[src/rtl/sid_pkg.sv]
// Shared types and constants for the SID register-bus player and its decoders.
// Latency: n/a (declarations only).
// Backpressure: n/a.
package sid_pkg;

  // Player sequencing states
  typedef enum logic [1:0] {
    ST_IDLE  = 2'd0,
    ST_WAIT  = 2'd1,
    ST_WRITE = 2'd2
  } sid_state_e;

  // Size of the SID register map (voice 1..3, filter, volume)
  localparam int SID_NUM_REGS = 25;

  // Per-voice register offsets (voice 1 base)
  localparam logic [4:0] FREQ_LO = 5'd0;
  localparam logic [4:0] FREQ_HI = 5'd1;
  localparam logic [4:0] PW_LO   = 5'd2;
  localparam logic [4:0] PW_HI   = 5'd3;
  localparam logic [4:0] CTRL    = 5'd4;
  localparam logic [4:0] ATK_DEC = 5'd5;
  localparam logic [4:0] SUS_REL = 5'd6;
  localparam logic [4:0] MODE_VOL = 5'd24;

  // One register write on the bus
  typedef struct packed {
    logic [4:0] addr;
    logic [7:0] data;
  } sid_wr_t;

  localparam int SID_WR_W = $bits(sid_wr_t);

  // Timed command at the default delay width; wider players pack the delay ahead of sid_wr_t the same way
  localparam int SID_DLY_W = 16;
  typedef struct packed {
    logic [SID_DLY_W-1:0] dly;
    sid_wr_t              wr;
  } sid_cmd_t;

  // True when the address maps onto a real SID register
  function automatic logic sid_is_reg(input logic [4:0] addr);
    return (addr < 5'(SID_NUM_REGS));
  endfunction

endpackage

[src/rtl/sid_cmd_fifo.sv]
// Synchronous FIFO with registered occupancy count for timed SID commands.
// Latency: pushed entry is visible at the head the cycle after the push edge.
// Backpressure: push_rdy_o is registered "not full"; a push while full is dropped even if a pop coincides.
module sid_cmd_fifo #(
  parameter int DEPTH = 16,
  parameter int W     = 8
) (
  input  logic                     clk_i,
  input  logic                     rst_i,
  input  logic                     push_vld_i,
  input  logic [W-1:0]             push_dat_i,
  output logic                     push_rdy_o,
  input  logic                     pop_i,
  output logic [W-1:0]             head_dat_o,
  output logic [$clog2(DEPTH):0]   count_o
);

  localparam int AW = $clog2(DEPTH);
  localparam int CW = AW + 1;

  logic [W-1:0]  mem_q [DEPTH];
  logic [AW-1:0] wr_ptr_q;
  logic [AW-1:0] rd_ptr_q;
  logic [CW-1:0] count_q;
  logic [CW-1:0] count_d;
  logic          rdy_q;
  logic          push;
  logic          pop;

  assign push       = push_vld_i && rdy_q;
  assign pop        = pop_i && (count_q != '0);
  assign head_dat_o = mem_q[rd_ptr_q];
  assign push_rdy_o = rdy_q;
  assign count_o    = count_q;

  // Next occupancy: push and pop together leave it unchanged
  always_comb begin
    count_d = count_q + CW'(push) - CW'(pop);
  end

  // Pointers, count and the registered ready flag
  always_ff @(posedge clk_i) begin
    if (rst_i) begin
      wr_ptr_q <= '0;
      rd_ptr_q <= '0;
      count_q  <= '0;
      rdy_q    <= 1'b0;
    end else begin
      if (push) wr_ptr_q <= wr_ptr_q + AW'(1);
      if (pop)  rd_ptr_q <= rd_ptr_q + AW'(1);
      count_q <= count_d;
      rdy_q   <= (count_d != CW'(DEPTH));
    end
  end

  // Storage array; contents are don't-care until written, so no reset
  always_ff @(posedge clk_i) begin
    if (push) mem_q[wr_ptr_q] <= push_dat_i;
  end

endmodule

[src/rtl/sid_reg_player.sv]
// Replays buffered {delay, addr, data} commands as one-cycle WR strobes after delay CLKen ticks; optional SID_PLAYER_SHADOW_EN adds a readable 25x8 shadow of written registers.
// Latency: push-to-WR is 2 CLK for delay 0; otherwise WR follows the N-th CLKen after the pop by one CLK.
// Backpressure: IN_READY is registered "FIFO not full"; writes on the bus are never stalled.
module sid_reg_player
  import sid_pkg::*;
#(
  parameter int DEPTH  = 16,
  parameter int WAIT_W = 16
) (
  input  logic                     CLK,
  input  logic                     RST,
  input  logic                     CLKen,
  input  logic                     IN_VALID,
  output logic                     IN_READY,
  input  logic [WAIT_W-1:0]        IN_WAIT,
  input  logic [4:0]               IN_ADDR,
  input  logic [7:0]               IN_DATA,
`ifdef SID_PLAYER_SHADOW_EN
  input  logic [4:0]               SHADOW_ADDR,
  output logic [7:0]               SHADOW_DATA,
`endif
  output logic                     WR,
  output logic [4:0]               ADDR,
  output logic [7:0]               DATA,
  output logic                     BUSY,
  output logic [$clog2(DEPTH):0]   LEVEL
);

  localparam int CMD_W = WAIT_W + SID_WR_W;

  logic [CMD_W-1:0]  push_dat;
  logic [CMD_W-1:0]  head_dat;
  logic [WAIT_W-1:0] head_dly;
  sid_wr_t           head_wr;
  logic [$clog2(DEPTH):0] fifo_count;
  logic              fifo_empty;

  sid_state_e        state_q;
  logic [WAIT_W-1:0] cnt_q;
  sid_wr_t           pend_q;
  sid_wr_t           bus_q;
  logic              wr_q;

  assign push_dat            = {IN_WAIT, IN_ADDR, IN_DATA};
  assign {head_dly, head_wr} = head_dat;
  assign fifo_empty          = (fifo_count == '0);

  sid_cmd_fifo #(
    .DEPTH (DEPTH),
    .W     (CMD_W)
  ) u_fifo (
    .clk_i      (CLK),
    .rst_i      (RST),
    .push_vld_i (IN_VALID),
    .push_dat_i (push_dat),
    .push_rdy_o (IN_READY),
    .pop_i      (state_q == ST_IDLE),
    .head_dat_o (head_dat),
    .count_o    (fifo_count)
  );

  // Sequencer: pop in IDLE, count CLKen ticks in WAIT, strobe for one cycle in WRITE
  always_ff @(posedge CLK) begin
    if (RST) begin
      state_q <= ST_IDLE;
      cnt_q   <= '0;
      pend_q  <= '0;
      bus_q   <= '0;
      wr_q    <= 1'b0;
    end else begin
      wr_q <= 1'b0;
      case (state_q)
        ST_IDLE: begin
          if (!fifo_empty) begin
            cnt_q  <= head_dly;
            pend_q <= head_wr;
            if (head_dly == '0) begin
              state_q <= ST_WRITE;
              wr_q    <= 1'b1;
              bus_q   <= head_wr;
            end else begin
              state_q <= ST_WAIT;
            end
          end
        end
        ST_WAIT: begin
          if (CLKen) begin
            cnt_q <= cnt_q - WAIT_W'(1);
            if (cnt_q == WAIT_W'(1)) begin
              state_q <= ST_WRITE;
              wr_q    <= 1'b1;
              bus_q   <= pend_q;
            end
          end
        end
        ST_WRITE: state_q <= ST_IDLE;
        default:  state_q <= ST_IDLE;
      endcase
    end
  end

  assign WR    = wr_q;
  assign ADDR  = bus_q.addr;
  assign DATA  = bus_q.data;
  assign BUSY  = (state_q != ST_IDLE) || !fifo_empty;
  assign LEVEL = fifo_count;

`ifdef SID_PLAYER_SHADOW_EN
  logic [7:0] shadow_q [SID_NUM_REGS];
  logic [7:0] shadow_rd_q;

  // Shadow copy of every strobed write; the read register samples before the write lands
  always_ff @(posedge CLK) begin
    if (RST) begin
      for (int i = 0; i < SID_NUM_REGS; i++) shadow_q[i] <= '0;
      shadow_rd_q <= '0;
    end else begin
      if (wr_q && sid_is_reg(bus_q.addr)) shadow_q[bus_q.addr] <= bus_q.data;
      shadow_rd_q <= sid_is_reg(SHADOW_ADDR) ? shadow_q[SHADOW_ADDR] : '0;
    end
  end

  assign SHADOW_DATA = shadow_rd_q;
`endif

endmodule

[config.mk]
export PLATFORM = sky130hd
export DESIGN_NAME = sid_reg_player
export DESIGN_NICKNAME = d
export VERILOG_FILES = /design/src/rtl/sid_pkg.sv /design/src/rtl/sid_cmd_fifo.sv /design/src/rtl/sid_reg_player.sv
export SDC_FILE = /design/constraint.sdc
export NUM_CORES = 1
export LEC_CHECK = 0
export ABC_AREA = 1
export CORE_ASPECT_RATIO = 0.9
export CORE_MARGIN = 1.5
export CORE_UTILIZATION = 63
export CTS_CLUSTER_DIAMETER = 60
export DETAILED_ROUTE_END_ITERATION = 7
export DONT_BUFFER_PORTS = 1
export PLACE_DENSITY = 0.87
export SYNTH_ARGS = -nofsm -noshare
export SYNTH_HDL_FRONTEND = slang
export SYNTH_SLANG_ARGS = --single-unit
export TNS_END_PERCENT = 30
[constraint.sdc]
create_clock -name CLK -period 3.3 [get_ports CLK]
set_input_delay 0.495 -clock CLK [delete_from_list [all_inputs] [get_ports CLK]]
set_output_delay 0.495 -clock CLK [all_outputs]
set_load 0.01 [all_outputs]
==> metrics.md, run 1 <==
| Metric | Value |
|---|---|
| Clock Skews | between 0.02 and 0.025 ns |
| # setup viols final | 0 |
| Pre-CTS WS | ~0.5 ns |
| LEAKAGE | 9.01 nW |
| Drt pass-1 iters | 8 |
| Max clock buf depth | 3 |
| Register area share after synthesis | 0.696 |
| Worst min path class | primary input to flop |
| Residual overflow from global routing | 0 |
| Root Buffer | clkbuf_16 |
| Crit Path Max Fanout | 77 |
| DR WL/cell | 22.3 um |
| Ranking of synthesized cells by area | edfxtp_1 64%, nand2_1 6.6%, dfxtp_1 5.8%, nor2_1 4.0%, o21ai_0 4.0% |
| Setup TNS | 0 ns |
| All-Layer GR Usage | 0.304 |
| Max Cap Violations | 0 |
| Antenna-violating nets left | 0 |
| Arrival time of the worst setup path | about 3.4 ns |
| Clk slew on worst S/H paths | 0.06 ns |
| Outcome | finished, final reports clean |
| Layout Cells excl Fill | 2,471 |
| Buffers on Ports | 0 |
| Slew HR | 0.333 |
| Vias in the first global route | 15,100 |
| Commonest cells post-synth | 464 x edfxtp_1, 383 x nand2_1, 234 x nor2_1 |
| Synth area leader | edfxtp_1 |
| Post-CTS setup buffers | 0 |
| IO Pins | 54 |
| XOR/XNOR Fraction of Synth Area | 0.00361 |
| Post-synth ARST share | 0 |
| Routed wire length | 55,100 um |
| Pin count of the biggest net entering global routing | 82 |
| Syn-to-layout area delta | 11.8% |
| Post-Place Cells | 2,338 |
| Pins Over Slew Limit | 0 |
| Final net count | 2,014 |
| Minimum clock period | approximately 2.9 ns |
| First-pass GRT wire length | 83,100 um |
| Vias | 15,500 |
| Pwr Total | ~19 mW |
| Initial antenna violation count | 1 |
| Antenna diode count | 0 |
| Die H | roughly 180 um |
| Top-area cell type share of the netlist area | 0.639 |
| # rows | 64 |
| Startpoint types | flop |
| Mapped Cells | 1,952 |
| CTS Buf Count | 52 |
| Clk_lat worst skew | around 0.58 ns |
| Post_cts resized | 0 |
| Compound-Gate Fraction of Synth Area | 0.0885 |
| Worst endpoint required time | 3.75 ns |
| Main combinational cell family by area after synthesis | simple AND/OR/NAND/NOR gates |
| Core area | 34,000 sq um |
| Ys Warns | 0 |
| Worst Tran Pin Value | approximately 1 ns |
| Final Hold Viols | 0 |
| Simple-gate share of the synthesized area | 0.151 |
| Placer Congestion | slightly above 0.9 |
| Top_reg_cell synth | edfxtp_1 |
| # DRC | 0 |
| #FFs+latches synth | 527 |
| RSZ-0062 raised after global routing | no |
| Syn_nets | 1,999 |
| Max VDD drop | 0.493 mV |
| Crit end category | flop |
| Fmax | 0.342 GHz |
| Total die area | around 36,000 sq um |
| Seq. cell area | 15,200 sq um |
| Fillers | 2,031 |
| Post-Syn Area | between 20,000 and 25,000 sq um |
| H-tree levels | 2 |
| Avg Synthesized Cell Area | 11.2 sq um |
| Area taken by multi-input logic gates | 5600 sq um |
| Count leader, synth | edfxtp_1 |
| Critical path type | flop to flop |
| CTS tree | done |
| Final worst-path cycle share | 0.887 |
| 1st-iter DRT viols | 2,495 |
| Post-synth EDFFs | 464 |
| Die Wd | 199 um |
| Post-Synth Adder-Cell Area | 0.00837 |
| Netlist cell types | 36 |
| Initial cell density of the core | 0.641 |
| Cell area power density | 787 nW/um^2 |
| CTS sink count | 527 |
| Final critical-path setup slack | 0.372 ns |
| Detailed Place HPWL | 27,100 um |
| Mux share of post-synthesis cell area | 0 |
| Vias per cell | about 6.3 |
| Layout cells sized above 1 | 0.0742 |
| Hold Buf Count CTS | 4 |
critical path, cell delays in order, from the launching register on:
cell and delay (ns):
dfxtp_4 0.38, buf_12 0.30, buf_12 0.34, nand2_1 0.11, o211ai_1 0.10, nand3_1 0.12, nand3_1 0.16, nand2_1 0.21
nor2_1 0.13, nand2_1 0.08, nor2_2 0.15, nand3_4 0.30, a21oi_1 0.25, nor2_1 0.07
sequential cells by signal, summed over array words and instances, names as in the netlist, named ones only:
register,count
ADDR,5
u_fifo.wr_ptr_q,4
DATA,8
u_fifo.mem_q,464
u_fifo.count_o,5
u_fifo.push_rdy_o,1
state_q,2
pend_q,13
WR,1
cnt_q,16
u_fifo.rd_ptr_q,4
placed cells by master, fill, tap and decap left out, drive strengths merged, types with 5 or more instances in the layout:
cell type    instances
dfxtp               63
o22ai               10
o211ai              26
dlygate4sd3         37
clkbuf              61
o221ai              44
inv                154
o21ai              189
nor2               237
xnor2                5
buf                 41
ha                  13
a21oi               54
nand2              383
edfxtp             464
clkinv              29
a31oi                6
nand3              169
area by class of cell:
cell class              count  area share
multi-input cells        1156       0.230
clock buffers              61      0.0568
flip-flops and latches    527       0.623
well taps                 462      0.0237
inverters                 152      0.0237
repair buffers             78      0.0309
clock inverters            35      0.0121
per-stage QoR:
step	hold slack (ns)	instance area [sq um]	util
final	0.0136	24400	0.717
after global routing	0.000110	24400	0.717
after CTS	0.000160	24100	0.707
after detailed placement	0.482	22300	0.656
after global placement	0.478	22300	0.656
after floorplan	0.463	21800	-
worst paths after layout:
kind	start	slack, ns	cells past startpoint	to
worst max-delay path	flop	0.37	13	DATA[6]
worst min-delay path	IN_WAIT[9]	0.01	0	u_fifo.mem_q[9][22]
worst max register to register	flop	0.37	13	DATA[6]
worst min register to register	u_fifo.rd_ptr_q[2]	0.50	2	u_fifo.rd_ptr_q[2]
metal layers:
metal  wire length (um)  vias to the layer above  global-route usage
li1                   -                     6808                   -
met1              19000                     7220               0.415
met2              25500                     1302               0.467
met3               8520                      193              0.0782
met4               2090                        2               0.129
met5                 10                        -                   0
power by group:
part	switching, mW	internal (mW)
clock	2.47	3.32
sequential	0.179	7.56
combinational	3.99	1.66
cell families (layout without fill, tap and decap cells):
group,after synthesis,count (layout)
buf+inv,269,326
flops,527,527
fa+ha+maj,14,14
compound gates,333,333
simple gates,800,800
xor+xnor,9,9
(Power assumes the default switching activity.)
==> run 2: changes to the inputs <==
--- a/config.mk
+++ b/config.mk
@@ -7,7 +7,6 @@
 export LEC_CHECK = 0
 export ABC_AREA = 1
 export CORE_ASPECT_RATIO = 0.9
-export CORE_MARGIN = 1.5
 export CORE_UTILIZATION = 63
 export CTS_CLUSTER_DIAMETER = 60
 export DETAILED_ROUTE_END_ITERATION = 7
==> run 2 against run 1 <==
Combinational power about the same; largest power group unchanged; core utilization decreased by 0.45 points; global-route usage is 1.4 points higher; critical path type unchanged; clock skew down 0.0057 ns.
==> metrics.md, run 2 (synthesis results as in run 1) <==
| Metric | Value |
|---|---|
| Outcome | finished, final reports clean |
| Setup TNS | 0 ns (unchanged) |
| Initial cell density of the core | 0.641 (unchanged) |
| Pin count of the biggest net entering global routing | 111 (+35%) |
| Vias | 15,400 (-0.57%) |
| Worst r2r dst | DATA[4] |
| Buffers on Ports | 0 (unchanged) |
| Clk slew on worst S/H paths | 0.06 ns (about the same) |
| Cell area power density | 799 nW/um^2 (+1.5%) |
| Max clock buf depth | 3 (unchanged) |
| Worst Hold End | u_fifo.push_rdy_o |
| Drt pass-1 iters | 5 (-3) |
| 1st-iter DRT viols | 2,284 (-8.5%) |
| Initial antenna violation count | 1 (unchanged) |
| Max Cap Violations | 0 (unchanged) |
| CTS Buf Count | 51 (-1.9%) |
| DR WL/cell | 22.6 um (+1.4%) |
| Layout cells sized above 1 | 0.0809 (+0.00672) |
| Final worst-path cycle share | 0.903 (+0.0152) |
| # DRC | 0 (unchanged) |
| Crit end category | flop |
| IO Pins | 54 (unchanged) |
| FF-to-FF setup slack | 0.32 ns (-0.05 ns) |
| # rows | 64 (unchanged) |
| Fmax | 0.336 GHz (-1.7%) |
| Largest regs | u_fifo.mem_q x464, cnt_q x16, pend_q x13 |
| CTS tree | done |
| Critical path type | flop to flop |
| Arrival time of the worst setup path | 3.43 ns (+0.05 ns) |
| Antenna-violating nets left | 0 (unchanged) |
| Residual overflow from global routing | 0 (unchanged) |
| Die H | 179 um (-0.56%) |
| Post-CTS setup buffers | 0 (unchanged) |
| Root Buffer | clkbuf_16 |
| Core area | 34,000 sq um (unchanged) |
| Pins Over Slew Limit | 0 (unchanged) |
| Syn-to-layout area delta | 11.1% |
| Most frequent cells in the layout | 464 x edfxtp_1, 383 x nand2_1, 218 x nor2_1, 173 x o21ai_0, 163 x nand3_1 |
| Commonest non-fill, non-tap cell in the layout | edfxtp_1 |
| All-Layer GR Usage | 0.318 (+0.0135) |
| Worst Reg2Reg Path Length in Cells | 13 (unchanged) |
| LEAKAGE | 8.94 nW (-0.84%) |
| Final Hold Viols | 0 (unchanged) |
| Placer Congestion | 0.874 (-3.6%) |
| Hold depth | 1 (+1) |
| First-pass GRT wire length | 83,600 um (+0.66%) |
| Minimum clock period | 2.98 ns (+0.0500 ns) |
| Clock Skews | 0.0172 ns (-0.00572 ns) |
| H-tree levels | 2 (unchanged) |
| Routed wire length | 55,200 um (+0.14%) |
| Antenna diode count | 0 (unchanged) |
| Max VDD drop | 0.554 mV (+13%) |
| RSZ-0062 raised after global routing | no |
| Fillers | 2,022 (-0.44%) |
| Worst min path class | primary input to flop |
| Seq. cell area | 15,200 sq um (unchanged) |
| Worst Tran Pin Value | 1.02 ns (+0.0199 ns) |
| Vias per cell | 6.33 (+0.69%) |
| Worst hold start | RST |
| Final hold slack | 0.00953 ns (-0.00409 ns) |
| CTS sink count | 527 (unchanged) |
| Die Wd | 198 um (-0.50%) |
| Final net count | 1,985 (-1.4%) |
| Slew HR | 0.320 (-0.0133) |
| # setup viols final | 0 (unchanged) |
| Startpoint types | flop |
| Total die area | 35,400 sq um (-1.1%) |
| Max reg flops | 464 (unchanged) |
| Most flops, register | u_fifo.mem_q |
| Worst endpoint required time | 3.75 ns (about the same) |
| Post_cts resized | 0 (unchanged) |
| Vias in the first global route | 14,800 (-1.8%) |
| Clk_lat worst skew | 0.57 ns (about the same) |
| Detailed Place HPWL | 30,500 um (+13%) |
| Area taken by multi-input logic gates | 5600 sq um (unchanged) |
| Crit Path Max Fanout | 68 (-12%) |
-- run 2: changes by cell type in the layout (fill, tap and decap cells not counted), moves of 2 or more --
cell	delta
dlygate4sd3_1	-34
clkinv_1	-11
buf_12	+9
buf_4	-3
bufinv_16	+3
clkbuf_1	+3
clkinvlp_4	+2
inv_16	-2
inv_6	+2
-- run 2: area by class of cell --
| type | count | area share |
|---|---|---|
| Timing Repair Buffer | 50 | 0.0235 |
| Inverter | 152 | 0.0239 |
| Sequential cell | 527 | 0.627 |
| Tap cell | 462 | 0.0239 |
| Clock buffer | 64 | 0.0568 |
| Multi-Input combinational cell | 1156 | 0.231 |
| Clock inverter | 29 | 0.0137 |
-- run 2: worst max path at each step --
| stage | end | depth (start not counted) | slack, ns | startpoint |
|---|---|---|---|---|
| final | DATA[4] | 13 | 0.32 | flop |
| after detailed placement | DATA[2] | 13 | 0.51 | flop |
| after global placement | DATA[4] | 13 | 0.64 | flop |
| after CTS | DATA[2] | 13 | 0.43 | flop |
| after floorplan | u_fifo.push_rdy_o | 15 | 0.74 | u_fifo.count_o[2] |
| after global routing | ADDR[0] | 13 | 0.16 | flop |
-- run 2: power by group --
group / internal, mW / total [mW] / switching [mW]
clock network: 3.51 / 5.97 / 2.46
logic: 1.65 / 5.64 / 3.99
registers: 7.56 / 7.76 / 0.192
total: 12.7 / 19.4 / 6.64
-- run 2: layer usage --
layer	GRT usage	routed length (um)	vias to the layer above
met5	0	51	-
met4	0.148	2350	2
met3	0.0877	8140	221
met2	0.485	25100	1268
met1	0.427	19500	7179
li1	-	-	6766
-- run 2: per-stage QoR --
stage / worst slack, ns / total power, mW / area, sq um / util / instances
2_1_floorplan: 0.743 / 11.8 / 21800 / - / 1952
3_3_place_gp: 0.641 / 13.0 / 22500 / 0.661 / 2344
3_5_place_dp: 0.513 / 13.3 / 22500 / 0.661 / 2344
4_1_cts: 0.431 / 19.2 / 24200 / 0.712 / 2439
5_1_grt: 0.158 / 20.2 / 24200 / 0.712 / 2440
6_report: 0.322 / 19.4 / 24200 / 0.712 / 2440
-- run 2: what timing repair did --
action | CTS | global route
hold buffers | 2 | 1
endpoints found under the hold margin | 9 | 1
endpoints found under the setup margin | 0 | 0
-- run 2: worst max-delay path: stages, from the launching register on --
cell and delay, ns:
dfxtp_4 0.39, inv_6 0.33, buf_12 0.35, nand2_1 0.11
nand3_1 0.08, nand3_1 0.08, nand3_1 0.12, nand2_1 0.15
nor2_1 0.16, nand2_1 0.11, nor2_2 0.22, nand3_4 0.33
a21oi_1 0.27, nor2_1 0.07
==> patch, RTL diff (flow settings as in run 1) <==
Build with the macro `SID_PLAYER_SHADOW_EN` defined.
--- a/src/rtl/sid_reg_player.sv
+++ b/src/rtl/sid_reg_player.sv
@@ -3,2 +3,4 @@
 // Backpressure: IN_READY is registered "FIFO not full"; writes on the bus are never stalled.
+`define SID_PLAYER_SHADOW_EN
+
 module sid_reg_player
Ports: changed (added SHADOW_ADDR and SHADOW_DATA); port bits go from 54 to 67. The function was not compared with the original's and may differ.
==> patch against run 1 <==
- power rose by 35%
- hold slack better by 4.0 ps
- largest cell class unchanged
- clock power up 48%
- area after synthesis rose by 52%
- die area up 51%
- combinational power increased by 2%
- worst setup slack improved by 90 ps
- sequential cell count increased by 264
- sequential power is 50% higher
- first-iteration DRC count grew 62%
- highest routed layer unchanged
- the flow now finishes with violations (DRC)
- wire length increased by 57%
- cell area rose by 51%
==> patch: results <==
metrics = {
    "power": {
        "ir_drop_uv": 720,
        "p_leak_nw": 13.3,
        "switchingPower_mw": 8.08,
    },
    "layout": {
        "area.growth.synth_to_final_pct": 11.0,
        "fin_nets": 3085,
        "n_antenna_cell": 2,
        "inv_count": 157,
        "signal_buffers": 99,
        "nFlopsAndLatches": 791,
        "nClkBuffers": 93,
        "drive_above_1_share_pct": 6.89,
        "multi_input_gates": 1907,
        "clock_cell_area_share_pct": 6.63,
        "seqCellArea_mm2": 0.0230,
        "nFillCells": 3182,
        "multi_input_area_share_pct": 24.2,
        "fin_cells": 3782,
    },
    "grt": {
        "track_usage_pct": 32.0,
        "grt_pass1_wl_mm": 131,
        "grt_max_degree": 144,
        "grt_pass1_vias": 23766,
        "antenna_found_initial": 5,
    },
    "clock_tree": {
        "numCtsBuffers": 77,
        "clock_latency_ps": 640,
    },
    "route": {
        "drc": 19,
        "drtIter0Drc": 4045,
        "viasPerCell": 6.46,
        "finalWirelength_mm": 86.7,
    },
    "synthesis": {
        "synth_area_leaders": "edfxtp_1, nor2_1, nand2_1",
        "ys_types": 44,
        "synth-seq-area-share_pct": 69.6,
        "synth_area_per_cell_um2": 11.1,
        "ys_top_cells_by_count": "edfxtp_1, nor2_1, nand2_1, o21ai_0, nand3_1",
        "synth_edf_count": 720,
    },
    "placed_design": {
        "hpwl_mm": 47.1,
        "dp.cells": 3612,
        "dp_slack_ps": 559,
        "gp_congestion": 0.927,
    },
    "critical_path": {
        "critical_path_arrival_ps": 3350,
        "reg2reg_depth": 15,
    },
    "sta": {
        "tightest_slew_ps": 903,
        "clock_skew_ps": 31.7,
    },
    "run_status": {
        "run_status": "finished with violations",
        "violations": "DRC",
    },
    "die": {
        "n_tap_cell": 688,
    },
    "worst_hold_path": {
        "hold_depth": 2,
    },
}
## patch: worst paths after layout
kind,startpoint,endpoint,slack (ps)
min reg2reg,cnt_q[5]$_SDFFE_PP0P_,cnt_q[5]$_SDFFE_PP0P_,490
max,flop,DATA[2]$_SDFFE_PP0P_,460
min,SHADOW_ADDR[4],SHADOW_DATA[7]$_SDFF_PP0_,20
max reg2reg,flop,DATA[2]$_SDFFE_PP0P_,460
## patch: critical path: stages (launching register included)
cell     delay (ps)
dfxtp_4         370
inv_6           410
buf_12          340
nand2_1         140
nand2_1          90
nand2_1          70
nand3_1         150
nand3_1         110
nand2_1         230
nor2_1           70
nand2_1          80
nor2_2           50
nand3_4         270
nand3_1         130
nand2_1          90
nor2_1           50
## patch: cell families after synthesis
family / after synthesis / synth area share, %
flops: 791 / 69.6
other cells: 1 / 0.0113
fa+ha+maj: 14 / 0.552
buf+inv: 347 / 4.56
compound gates: 566 / 9.79
simple gates: 1263 / 15.3
xor+xnor: 8 / 0.212
## patch: power groups by stage
| stage | Sequential (mW) | Clock, mW | Combinational, mW |
|---|---|---|---|
| 3_3_place_gp | 11.8 | 0 | 5.03 |
| 6_report | 11.6 | 8.58 | 5.77 |
| 5_1_grt | 11.6 | 8.98 | 6.27 |
| 3_5_place_dp | 11.8 | 0 | 5.31 |
| 4_1_cts | 11.6 | 8.57 | 5.56 |
| 2_1_floorplan | 11.7 | 0 | 4.06 |
## patch: repair_timing
item / 4_1_cts / 5_1_grt
setup endpoints to repair: 0 / 0
hold buffers: 30 / 0
hold endpoints to repair: 482 / 0
setup buffers: 0 / 0
## patch: per-layer routing
layer | track usage [%] | part of all wire [%]
met1 | 41.1 | 34
met2 | 50.5 | 46
met3 | 8.62 | 14
met4 | 16.8 | 5.2
met5 | 0 | 0.042
